[src/rtl/dvbc_pkg.sv]
// Shared definitions for the DVB-C SRRC polyphase filter controller.
// FSM encoding, default sizing and a width helper used by the controller and its tap counter.
package dvbc_pkg;

  localparam int DEF_DATA_W = 8;
  localparam int DEF_OSR    = 4;
  localparam int DEF_NTAPS  = 8;

  typedef enum logic [1:0] {
    IDLE = 2'd0,
    LOAD = 2'd1,
    MAC  = 2'd2,
    OUT  = 2'd3
  } state_t;

  // Never returns 0 so a single-entry counter or address still gets a 1-bit register.
  function automatic int clog2(input int value);
    int r = 1;
    while ((1 << r) < value) r = r + 1;
    return r;
  endfunction

endpackage

[src/rtl/dvbc_srrc_tapcnt.sv]
// Phase/tap counter pair for the polyphase SRRC controller.
// Tap wraps every NTAPS steps; phase advances on its own step strobe; clr zeroes both.
module dvbc_srrc_tapcnt
  import dvbc_pkg::*;
#(
  parameter  int OSR   = DEF_OSR,
  parameter  int NTAPS = DEF_NTAPS,
  localparam int TW    = clog2(NTAPS),
  localparam int PW    = clog2(OSR)
) (
  input  logic          clk,
  input  logic          rst,
  input  logic          clr,
  input  logic          tap_step,
  input  logic          phase_step,
  output logic [TW-1:0] tap,
  output logic [PW-1:0] phase,
  output logic          tap_last,
  output logic          phase_last
);

  assign tap_last   = (tap == TW'(NTAPS - 1));
  assign phase_last = (phase == PW'(OSR - 1));

  always_ff @(posedge clk or posedge rst) begin
    if (rst) begin
      tap   <= '0;
      phase <= '0;
    end else if (clr) begin
      tap   <= '0;
      phase <= '0;
    end else begin
      if (tap_step)   tap   <= tap_last ? '0 : tap + TW'(1);
      if (phase_step) phase <= phase_last ? '0 : phase + PW'(1);
    end
  end

endmodule

[src/rtl/dvbc_srrc_ctrl.sv]
// Sequencer for a polyphase SRRC interpolator: loads one symbol, runs OSR MAC passes, emits OSR samples.
// Optional sticky-starvation counter port uflow_cnt_o is built when DVBC_SRRC_CTRL_UFLOW_CNT_EN is defined.
module dvbc_srrc_ctrl
  import dvbc_pkg::*;
#(
  parameter  int DATA_W = DEF_DATA_W,
  parameter  int OSR    = DEF_OSR,
  parameter  int NTAPS  = DEF_NTAPS,
  localparam int CW     = clog2(OSR * NTAPS)
) (
  input  logic                clk_i,
  input  logic                rst_i,
  input  logic                enable_i,
  input  logic                sym_valid_i,
  input  logic [2*DATA_W-1:0] sym_data_i,
  output logic                sym_ready_o,
  output logic                shift_en_o,
  output logic [2*DATA_W-1:0] shift_data_o,
  output logic [CW-1:0]       coef_addr_o,
  output logic                acc_clr_o,
  output logic                acc_en_o,
  output logic                smp_valid_o,
  input  logic                smp_ready_i,
  output logic                busy_o,
  output logic                underflow_o,
  output logic [1:0]          dbg_state_o
`ifdef DVBC_SRRC_CTRL_UFLOW_CNT_EN
  ,
  output logic [15:0]         uflow_cnt_o
`endif
);

  localparam int TW = clog2(NTAPS);
  localparam int PW = clog2(OSR);

  state_t        state;
  logic [TW-1:0] tap;
  logic [PW-1:0] phase;
  logic          tap_last;
  logic          phase_last;
  logic          cnt_clr;
  logic          tap_step;
  logic          phase_step;

  // Handshakes: the symbol is taken in the single LOAD cycle regardless of sym_valid_i (a missing
  // symbol becomes zero); a sample transfers on a cycle where smp_valid_o && smp_ready_i, and
  // smp_valid_o stays high until that cycle.
  assign cnt_clr    = (state == LOAD);
  assign tap_step   = (state == MAC);
  assign phase_step = (state == OUT) && smp_ready_i && !phase_last;

  dvbc_srrc_tapcnt #(
    .OSR   (OSR),
    .NTAPS (NTAPS)
  ) u_tapcnt (
    .clk        (clk_i),
    .rst        (rst_i),
    .clr        (cnt_clr),
    .tap_step   (tap_step),
    .phase_step (phase_step),
    .tap        (tap),
    .phase      (phase),
    .tap_last   (tap_last),
    .phase_last (phase_last)
  );

`ifdef DVBC_SRRC_CTRL_UFLOW_CNT_EN
  logic [15:0] uflow_cnt;
  assign uflow_cnt_o = uflow_cnt;
`endif

  always_ff @(posedge clk_i or posedge rst_i) begin
    if (rst_i) begin
      state       <= IDLE;
      underflow_o <= 1'b0;
`ifdef DVBC_SRRC_CTRL_UFLOW_CNT_EN
      uflow_cnt   <= 16'd0;
`endif
    end else begin
      case (state)
        IDLE: if (enable_i) state <= LOAD;
        LOAD: begin
          state <= MAC;
          if (!sym_valid_i) begin
            underflow_o <= 1'b1;
`ifdef DVBC_SRRC_CTRL_UFLOW_CNT_EN
            if (uflow_cnt != 16'hFFFF) uflow_cnt <= uflow_cnt + 16'd1;
`endif
          end
        end
        MAC: if (tap_last) state <= OUT;
        OUT: begin
          // enable_i is only looked at on the symbol boundary so a period is never cut short.
          if (smp_ready_i) begin
            if (!phase_last)   state <= MAC;
            else if (enable_i) state <= LOAD;
            else               state <= IDLE;
          end
        end
        default: state <= IDLE;
      endcase
    end
  end

  // Strobes decode the state register directly, so an asynchronous reset clears them at once.
  assign busy_o       = (state != IDLE);
  assign sym_ready_o  = (state == LOAD);
  assign shift_en_o   = (state == LOAD);
  assign shift_data_o = (state == LOAD && sym_valid_i) ? sym_data_i : '0;
  assign acc_en_o     = (state == MAC);
  assign acc_clr_o    = (state == MAC) && (tap == '0);
  assign smp_valid_o  = (state == OUT);
  assign coef_addr_o  = (state == MAC) ? CW'(32'(phase) * NTAPS + 32'(tap)) : '0;
  assign dbg_state_o  = state;

endmodule

[config.mk]
export PLATFORM = sky130hd
export DESIGN_NAME = dvbc_srrc_ctrl
export DESIGN_NICKNAME = d
export VERILOG_FILES = /design/src/rtl/dvbc_pkg.sv /design/src/rtl/dvbc_srrc_tapcnt.sv /design/src/rtl/dvbc_srrc_ctrl.sv
export SDC_FILE = /design/constraint.sdc
export NUM_CORES = 1
export LEC_CHECK = 0
export CORE_ASPECT_RATIO = 1.75
export CORE_MARGIN = 2
export CORE_UTILIZATION = 25
export CTS_CLUSTER_SIZE = 8
export DETAILED_ROUTE_END_ITERATION = 8
export SLEW_MARGIN = 5
export SYNTH_ARGS = -nofsm -noshare
export SYNTH_HDL_FRONTEND = slang
export SYNTH_SLANG_ARGS = --single-unit
[constraint.sdc]
create_clock -name clk_i -period 3.8 [get_ports clk_i]
set_clock_uncertainty 0.2 [all_clocks]
set_input_delay 0.76 -clock clk_i [delete_from_list [all_inputs] [get_ports clk_i]]
set_output_delay 0.76 -clock clk_i [all_outputs]
set_load 0.03 [all_outputs]
==> metrics.csv, run 1 <==
stage,metric,value,unit
detailed_routing,Remaining DRCs,0,
setup_path,worst path required time,2.84,ns
timing,Setup TNS,0,ns
final_layout,Layout Nets,161,
clocking,CTS buffer count,3,
grt,initial antenna violation count,0,
final_layout,Final Non-Filler Cells,154,
min_path,Min-Delay Startpoint,underflow_o,
detailed_routing,First-pass DRT Iterations,4,
timing,Max Clock Freq,0.2972,GHz
placed_design,I/O Buffers,50,
yosys,area fraction of the dominant cell type after synthesis,28.67,%
clocking,CTS max path bufs,2,
pwr,power density cells,716.1,nW/µm²
timing,final hold vios,0,
grt,gr usage total,13.64,%
clocking,clk_lat worst skew,0.23,ns
yosys,yosys warns,0,
pwr,VDD IR max,0.4183,mV
floorplanning,Top-Level Pins,51,
setup_path,worst-path fanout max,24,
timing,RSZ-0062 raised after global routing,false,
grt,largest net degree at the start of global routing,25,
yosys,Yosys reg bits,8,
yosys,"EDFF count, synth",0,
clocking,clock transition at the registers of the reported paths,0.04,ns
floorplanning,die width,43.95,µm
yosys,most frequent cell after synthesis,and3_1,
setup_path,Setup CP Type,reg2out,
placed_design,Placer Congestion,0.7034,
clocking,Root Buffer,clkbuf_8,
timing,final worst slack,0.4348,ns
clocking,CTS resizes,0,
clocking,clk sinks,8,
floorplanning,core box area,2690,µm²
detailed_routing,drt wl/cell,13.47,µm
floorplanning,Die ar.,3248,µm²
yosys,commonest cells in the netlist,"and3_1 (17), ha_1 (11), dfrtp_1 (8), inv_1 (8), and2_1 (5)",
clocking,H-Tree Depth,1,
floorplanning,FP Rows,25,
final_layout,Layout area overhead,79.75,%
placed_design,dpl cell area,1214,µm²
yosys,Yosys top cell by area,dfrtp_1,
yosys,Synth area leaders,"dfrtp_1 (29%), ha_1 (20%), and3_1 (15%)",
clocking,Post-CTS Setup Inserts,0,
setup_path,Critical Path AT,2.41,ns
final_layout,design area,1255,µm²
setup_path,CP startpoint kind,register,
detailed_routing,antenna-violating nets left,0,
clocking,"Hold-fix buffers, CTS",0,
timing,Slew headroom,55.12,%
min_path,Min-Delay Path Class,reg2reg,
grt,Congestion Overflow GR,0,
setup_path,Critical Path Sink Type,output pin,
yosys,Netlist Area Pre-Place,698.2,µm²
detailed_routing,vias,742,
yosys,sequential cell area fraction in the yosys report,28.67,%
yosys,Main synth FF type,dfrtp_1,
pwr,LEAKAGE,0.6155,nW
floorplanning,die height,73.91,µm
timing,Final Max Tran Viols,0,
placed_design,Final HPWL DP,1683,µm
setup_path,Critical R2R Capture,u_tapcnt.tap[0],
final_layout,share of cells above drive strength 1,4.724,%
final_layout,ant diodes,0,
floorplanning,Initial Util,25.95,%
timing,Final setup viols,0,
clocking,CTS tree,built,
yosys,synthesized instance count,78,
yosys,Avg Synthesized Cell Area,8.951,µm²
grt,first-pass GRT wire length,3387,µm
detailed_routing,drt via density,4.818,
setup_path,Reg-to-Reg Start,dbg_state_o[1],
yosys,Synth cell types,27,
status,status,completed,
min_path,Cells on Worst Hold Path,1,
timing,crit share post-route,88.56,%
timing,Worst Max-Slew Pin Slew,0.6732,ns
run,MaxCap Viol Count,0,
min_path,Worst Hold End,underflow_o,
timing,Tmin final,3.365,ns
detailed_routing,Iter 0 DRT Violations,5,
setup_path,reg2reg setup slack,1.97,ns
placed_design,Post-Place Cells,151,
yosys,ys async rst share,100.0,%
yosys,Post-Syn Nets,110,
detailed_routing,Final Routed Wirelength,2074,µm
setup_path,Worst Reg2Reg Path Length in Cells,5,
grt,vias in the first global route,736,
placed_design,pre-CTS WS,0.4522,ns
[layout by cell type, fill, tap and decap left out]
| cell | n |
|---|---|
| clkdlybuf4s50_1 | 50 |
| and3_1 | 17 |
| ha_1 | 11 |
| inv_1 | 8 |
| dfrtp_1 | 8 |
| and2_1 | 5 |
| nand2b_1 | 3 |
| clkbuf_8 | 3 |
| nor2_1 | 2 |
| o21ai_0 | 2 |
| nand2_1 | 2 |
| nand3b_4 | 1 |
| mux2i_1 | 1 |
| nor2b_1 | 1 |
| nor3_1 | 1 |
| a41oi_1 | 1 |
| a31oi_1 | 1 |
| a21o_1 | 1 |
| nand4_1 | 1 |
| a31o_2 | 1 |
| o2111ai_1 | 1 |
| a2bb2oi_1 | 1 |
| nand3_1 | 1 |
| o22ai_1 | 1 |
| or3_1 | 1 |
| a21oi_2 | 1 |
| nand3b_1 | 1 |
[logic make-up (layout without fill, tap and decap cells)]
group                    after synthesis  after routing  share of synthesized area [%]
adder cells (fa/ha/maj)               11             11                          19.71
flip-flops                             8              8                          28.67
AO/OA/AOI/OAI                         10             10                          10.58
AND/OR/NAND/NOR                       36             36                          32.62
buffers and inverters                 12             61                          6.990
multiplexers                           1              1                          1.434
[registers in the layout, summed over array words and instances (netlist names)]
name            count
dbg_state_o         2
underflow_o         1
u_tapcnt.tap        3
u_tapcnt.phase      2
[area by class of cell]
| cell class | count | area (µm²) |
|---|---|---|
| fill | 260 | 1435 |
| multi-input combinational | 58 | 449.2 |
| timing repair buffer | 50 | 500.5 |
| sequential | 8 | 200.2 |
| tap | 27 | 33.78 |
| inverter | 8 | 30.03 |
| clock buffer | 3 | 41.29 |
[how the worst max path moves through the flow]
stage                   start               end  slack [ns]
6_report       dbg_state_o[1]  shift_data_o[11]        0.43
5_1_grt        dbg_state_o[1]  shift_data_o[11]        0.26
4_1_cts        dbg_state_o[1]  shift_data_o[11]        0.43
3_5_place_dp      sym_valid_i  shift_data_o[11]        0.45
3_3_place_gp      sym_valid_i  shift_data_o[11]        0.46
2_1_floorplan  dbg_state_o[1]  shift_data_o[10]        1.09
[power by group]
part | total [mW] | switching, mW | internal [mW]
Combinational | 0.630 | 0.359 | 0.272
Sequential | 0.163 | 0.0417 | 0.122
Clock | 0.105 | 0.0361 | 0.0688
Total | 0.899 | 0.436 | 0.462
[per-layer routing]
layer | global-route usage, % | vias to the layer above | routed length [µm]
li1 | - | 370 | -
met1 | 16.01 | 322 | 800
met2 | 23.69 | 43 | 1058
met3 | 2.211 | 7 | 161
met4 | 6.061 | 0 | 54
met5 | 0 | - | 0
[through the flow]
| stage | hold WS (ns) | power [mW] | utilization, % |
|---|---|---|---|
| 2_1_floorplan | 0.3251 | 0.5758 | - |
| 3_3_place_gp | 0.2395 | 0.7920 | 45.12 |
| 3_5_place_dp | 0.2566 | 0.7994 | 45.12 |
| 4_1_cts | 0.2657 | 0.9070 | 46.65 |
| 5_1_grt | 0.2942 | 0.9737 | 46.65 |
| 6_report | 0.2607 | 0.8987 | 46.65 |
[critical path, stage by stage (launching register included)]
cell and delay (ns):
dfrtp_1 0.46, inv_1 0.16, ha_1 0.61, and3_1 0.25, clkdlybuf4s50_1 0.69
(Power assumes the default switching activity.)
==> run 2: changes to the inputs <==
--- a/config.mk
+++ b/config.mk
@@ -14,3 +14,4 @@
 export SYNTH_ARGS = -nofsm -noshare
 export SYNTH_HDL_FRONTEND = slang
 export SYNTH_SLANG_ARGS = --single-unit
+export TNS_END_PERCENT = 1
==> results of run 2 <==
No change in the layout: final DEF, timing and power equal those of run 1.
==> run 3: changes to the inputs <==
==> constraint.sdc (replaced) <==
create_clock -name clk_i -period 3 [get_ports clk_i]
set_clock_uncertainty 0.2 [all_clocks]
set_input_delay 0.6 -clock clk_i [delete_from_list [all_inputs] [get_ports clk_i]]
set_output_delay 0.6 -clock clk_i [all_outputs]
set_load 0.03 [all_outputs]
==> run 3 against run 2 <==
Net effect:
- wire length shrank 3.4%
- clock power up 22%
- critical endpoint is now shift_data_o[12]
- global-route usage fell by 0.30 points
- sequential share of layout area down 0.43 points
==> metrics.csv, run 3 (same netlist as run 1, synthesis figures left out) <==
stage,metric,value,unit,change
pwr,Clk network pwr share,10.9,%,-0.8 points
grt,gr usage total,13.34,%,-0.30 points
status,status,completed,,
setup_path,Setup CP Type,in2out,,
detailed_routing,vias,751,,+1.2%
detailed_routing,Final Routed Wirelength,2003,µm,-3.4%
timing,final hold vios,0,,unchanged
clocking,H-Tree Depth,1,,unchanged
grt,largest net degree at the start of global routing,22,,-12%
setup_path,Worst Reg2Reg Path Length in Cells,5,,unchanged
clocking,Post-CTS Setup Inserts,0,,unchanged
detailed_routing,antenna-violating nets left,0,,unchanged
clocking,clk sinks,8,,unchanged
grt,initial antenna violation count,0,,unchanged
setup_path,critical path's most frequent cell,clkdlybuf4s50_1,,
pwr,Comb pwr share,72.3,%,+2.2 points
clocking,CTS max path bufs,2,,unchanged
timing,Final Max Tran Viols,0,,unchanged
clocking,"Hold-fix buffers, CTS",0,,unchanged
placed_design,Placer Congestion,0.7295,,+3.7%
detailed_routing,drt via density,4.783,,-0.72%
pwr,VDD IR max,0.6430,mV,+54%
final_layout,Layout area overhead,84.77,%,
placed_design,I/O Buffers,50,,unchanged
floorplanning,Die ar.,3248,µm²,unchanged
pwr,Seq pwr share,16.8,%,-1.4 points
timing,Max Clock Freq,0.3460,GHz,
timing,Slew headroom,78.24,%,+23 points
final_layout,ant diodes,0,,unchanged
setup_path,Critical Path AT,2.09,ns,-0.32 ns
final_layout,design area,1290,µm²,+2.8%
timing,Tmin final,2.890,ns,
floorplanning,die height,73.91,µm,unchanged
grt,vias in the first global route,763,,+3.7%
floorplanning,Initial Util,25.95,%,unchanged
run,MaxCap Viol Count,0,,unchanged
clocking,CTS tree,built,,
placed_design,Final HPWL DP,1654,µm,-1.7%
min_path,Min-Delay Path Class,reg2reg,,
timing,Setup TNS,0,ns,unchanged
min_path,Cells on Worst Hold Path,1,,unchanged
setup_path,worst path required time,2.20,ns,-0.64 ns
placed_design,dpl cell area,1249,µm²,+2.9%
setup_path,CP startpoint kind,primary input,,
final_layout,share of cells above drive strength 1,6.923,%,+2.2 points
setup_path,Critical Path Sink Type,output pin,,
timing,Worst Max-Slew Pin Slew,0.3254,ns,-0.3478 ns
clocking,clock transition at the registers of the reported paths,0.04,ns,about the same
final_layout,Layout Nets,164,,+1.9%
final_layout,Final Non-Filler Cells,157,,+1.9%
clocking,Root Buffer,clkbuf_8,,
grt,Congestion Overflow GR,0,,unchanged
timing,crit share post-route,96.33,%,
setup_path,worst-path fanout max,17,,-29%
detailed_routing,drt wl/cell,12.76,µm,-5.3%
final_layout,"commonest non-fill, non-tap cell in the layout",clkdlybuf4s50_1,,
pwr,power density cells,907.0,nW/µm²,+27%
floorplanning,die width,43.95,µm,unchanged
detailed_routing,First-pass DRT Iterations,4,,unchanged
detailed_routing,Iter 0 DRT Violations,29,,+24
clocking,CTS resizes,0,,unchanged
pwr,P_int,617.8,µW,+34%
grt,first-pass GRT wire length,3360,µm,-0.80%
final_layout,most frequent cells in the layout,"clkdlybuf4s50_1 (50), and3_1 (17), ha_1 (11), inv_1 (8), dfrtp_1 (8)",,
floorplanning,FP Rows,25,,unchanged
clocking,CTS buffer count,3,,unchanged
floorplanning,Top-Level Pins,51,,unchanged
setup_path,slowest cell on the critical path,clkdlybuf4s50_1,,
pwr,Net Sw Power,552.2,µW,+27%
clocking,clk_lat worst skew,0.23,ns,about the same
setup_path,CP max stage delay,0.68,ns,about the same
floorplanning,core box area,2690,µm²,unchanged
final_layout,max reg flops,3,,unchanged
pwr,LEAKAGE,0.6338,nW,+3.0%
pwr,total power,1.170,mW,+30%
setup_path,"Cell Chain, Critical Path",clkdlybuf4s50_1 -> buf_4 -> and3_1 -> clkdlybuf4s50_1,,
timing,Final setup viols,0,,unchanged
pwr,Net Sw Frac,47.20,%,-1.4 points
detailed_routing,Remaining DRCs,0,,unchanged
placed_design,Post-Place Cells,154,,+2.0%
final_layout,Biggest register,u_tapcnt.tap,,
timing,RSZ-0062 raised after global routing,false,,
## run 3: changes by cell type in the layout (fill, tap and decap cells not counted), sizes merged
cell and change:
buf +3
## run 3: final timing paths
kind	from	to	slack (ns)
max	sym_valid_i	shift_data_o[12]	0.11
min	underflow_o	underflow_o	0.25
max reg2reg	dbg_state_o[0]	dbg_state_o[1]	1.27
min reg2reg	underflow_o	underflow_o	0.25
max in group asynchronous	rst_i	u_tapcnt.tap[1]	1.94
min in group asynchronous	rst_i	u_tapcnt.phase[0]	0.42
## run 3: per-stage QoR
| step | worst slack [ns] | utilization [%] | hold slack [ns] |
|---|---|---|---|
| detailed placement | 0.1135 | 46.42 | 0.2532 |
| CTS | 0.1025 | 47.95 | 0.2619 |
| floorplan | 0.4460 | - | 0.2157 |
| global route | 0.04727 | 47.95 | 0.2855 |
| global placement | 0.1268 | 46.42 | 0.2388 |
| finish | 0.1102 | 47.95 | 0.2515 |
## run 3: layout make-up
class | instances | area, µm²
Clock buffer | 3 | 41.29
Tap cell | 27 | 33.78
Timing Repair Buffer | 53 | 535.5
Inverter | 8 | 30.03
Multi-Input combinational cell | 58 | 449.2
Sequential cell | 8 | 200.2
Fill cell | 270 | 1400
## run 3: per-layer routing
layer | vias up | GRT usage (%) | routed length, µm
li1 | 375 | - | -
met4 | 0 | 6.397 | 38
met3 | 6 | 2.703 | 168
met5 | - | 0 | 0
met2 | 40 | 24.35 | 1027
met1 | 330 | 14.03 | 769
## run 3: critical path: cells and delay by family
kind,cells,cell delay [ns]
and+or+nand+nor,1,0.18
buffers and inverters,3,1.31
## run 3: power by group through the flow
stage                     Clock [mW]  Combinational [mW]  Sequential (mW)
after floorplan                    0               0.506            0.223
after global placement             0               0.843            0.196
after detailed placement           0               0.852            0.199
after CTS                      0.131               0.857            0.197
after global routing           0.134               0.926            0.207
final                          0.128               0.846            0.196
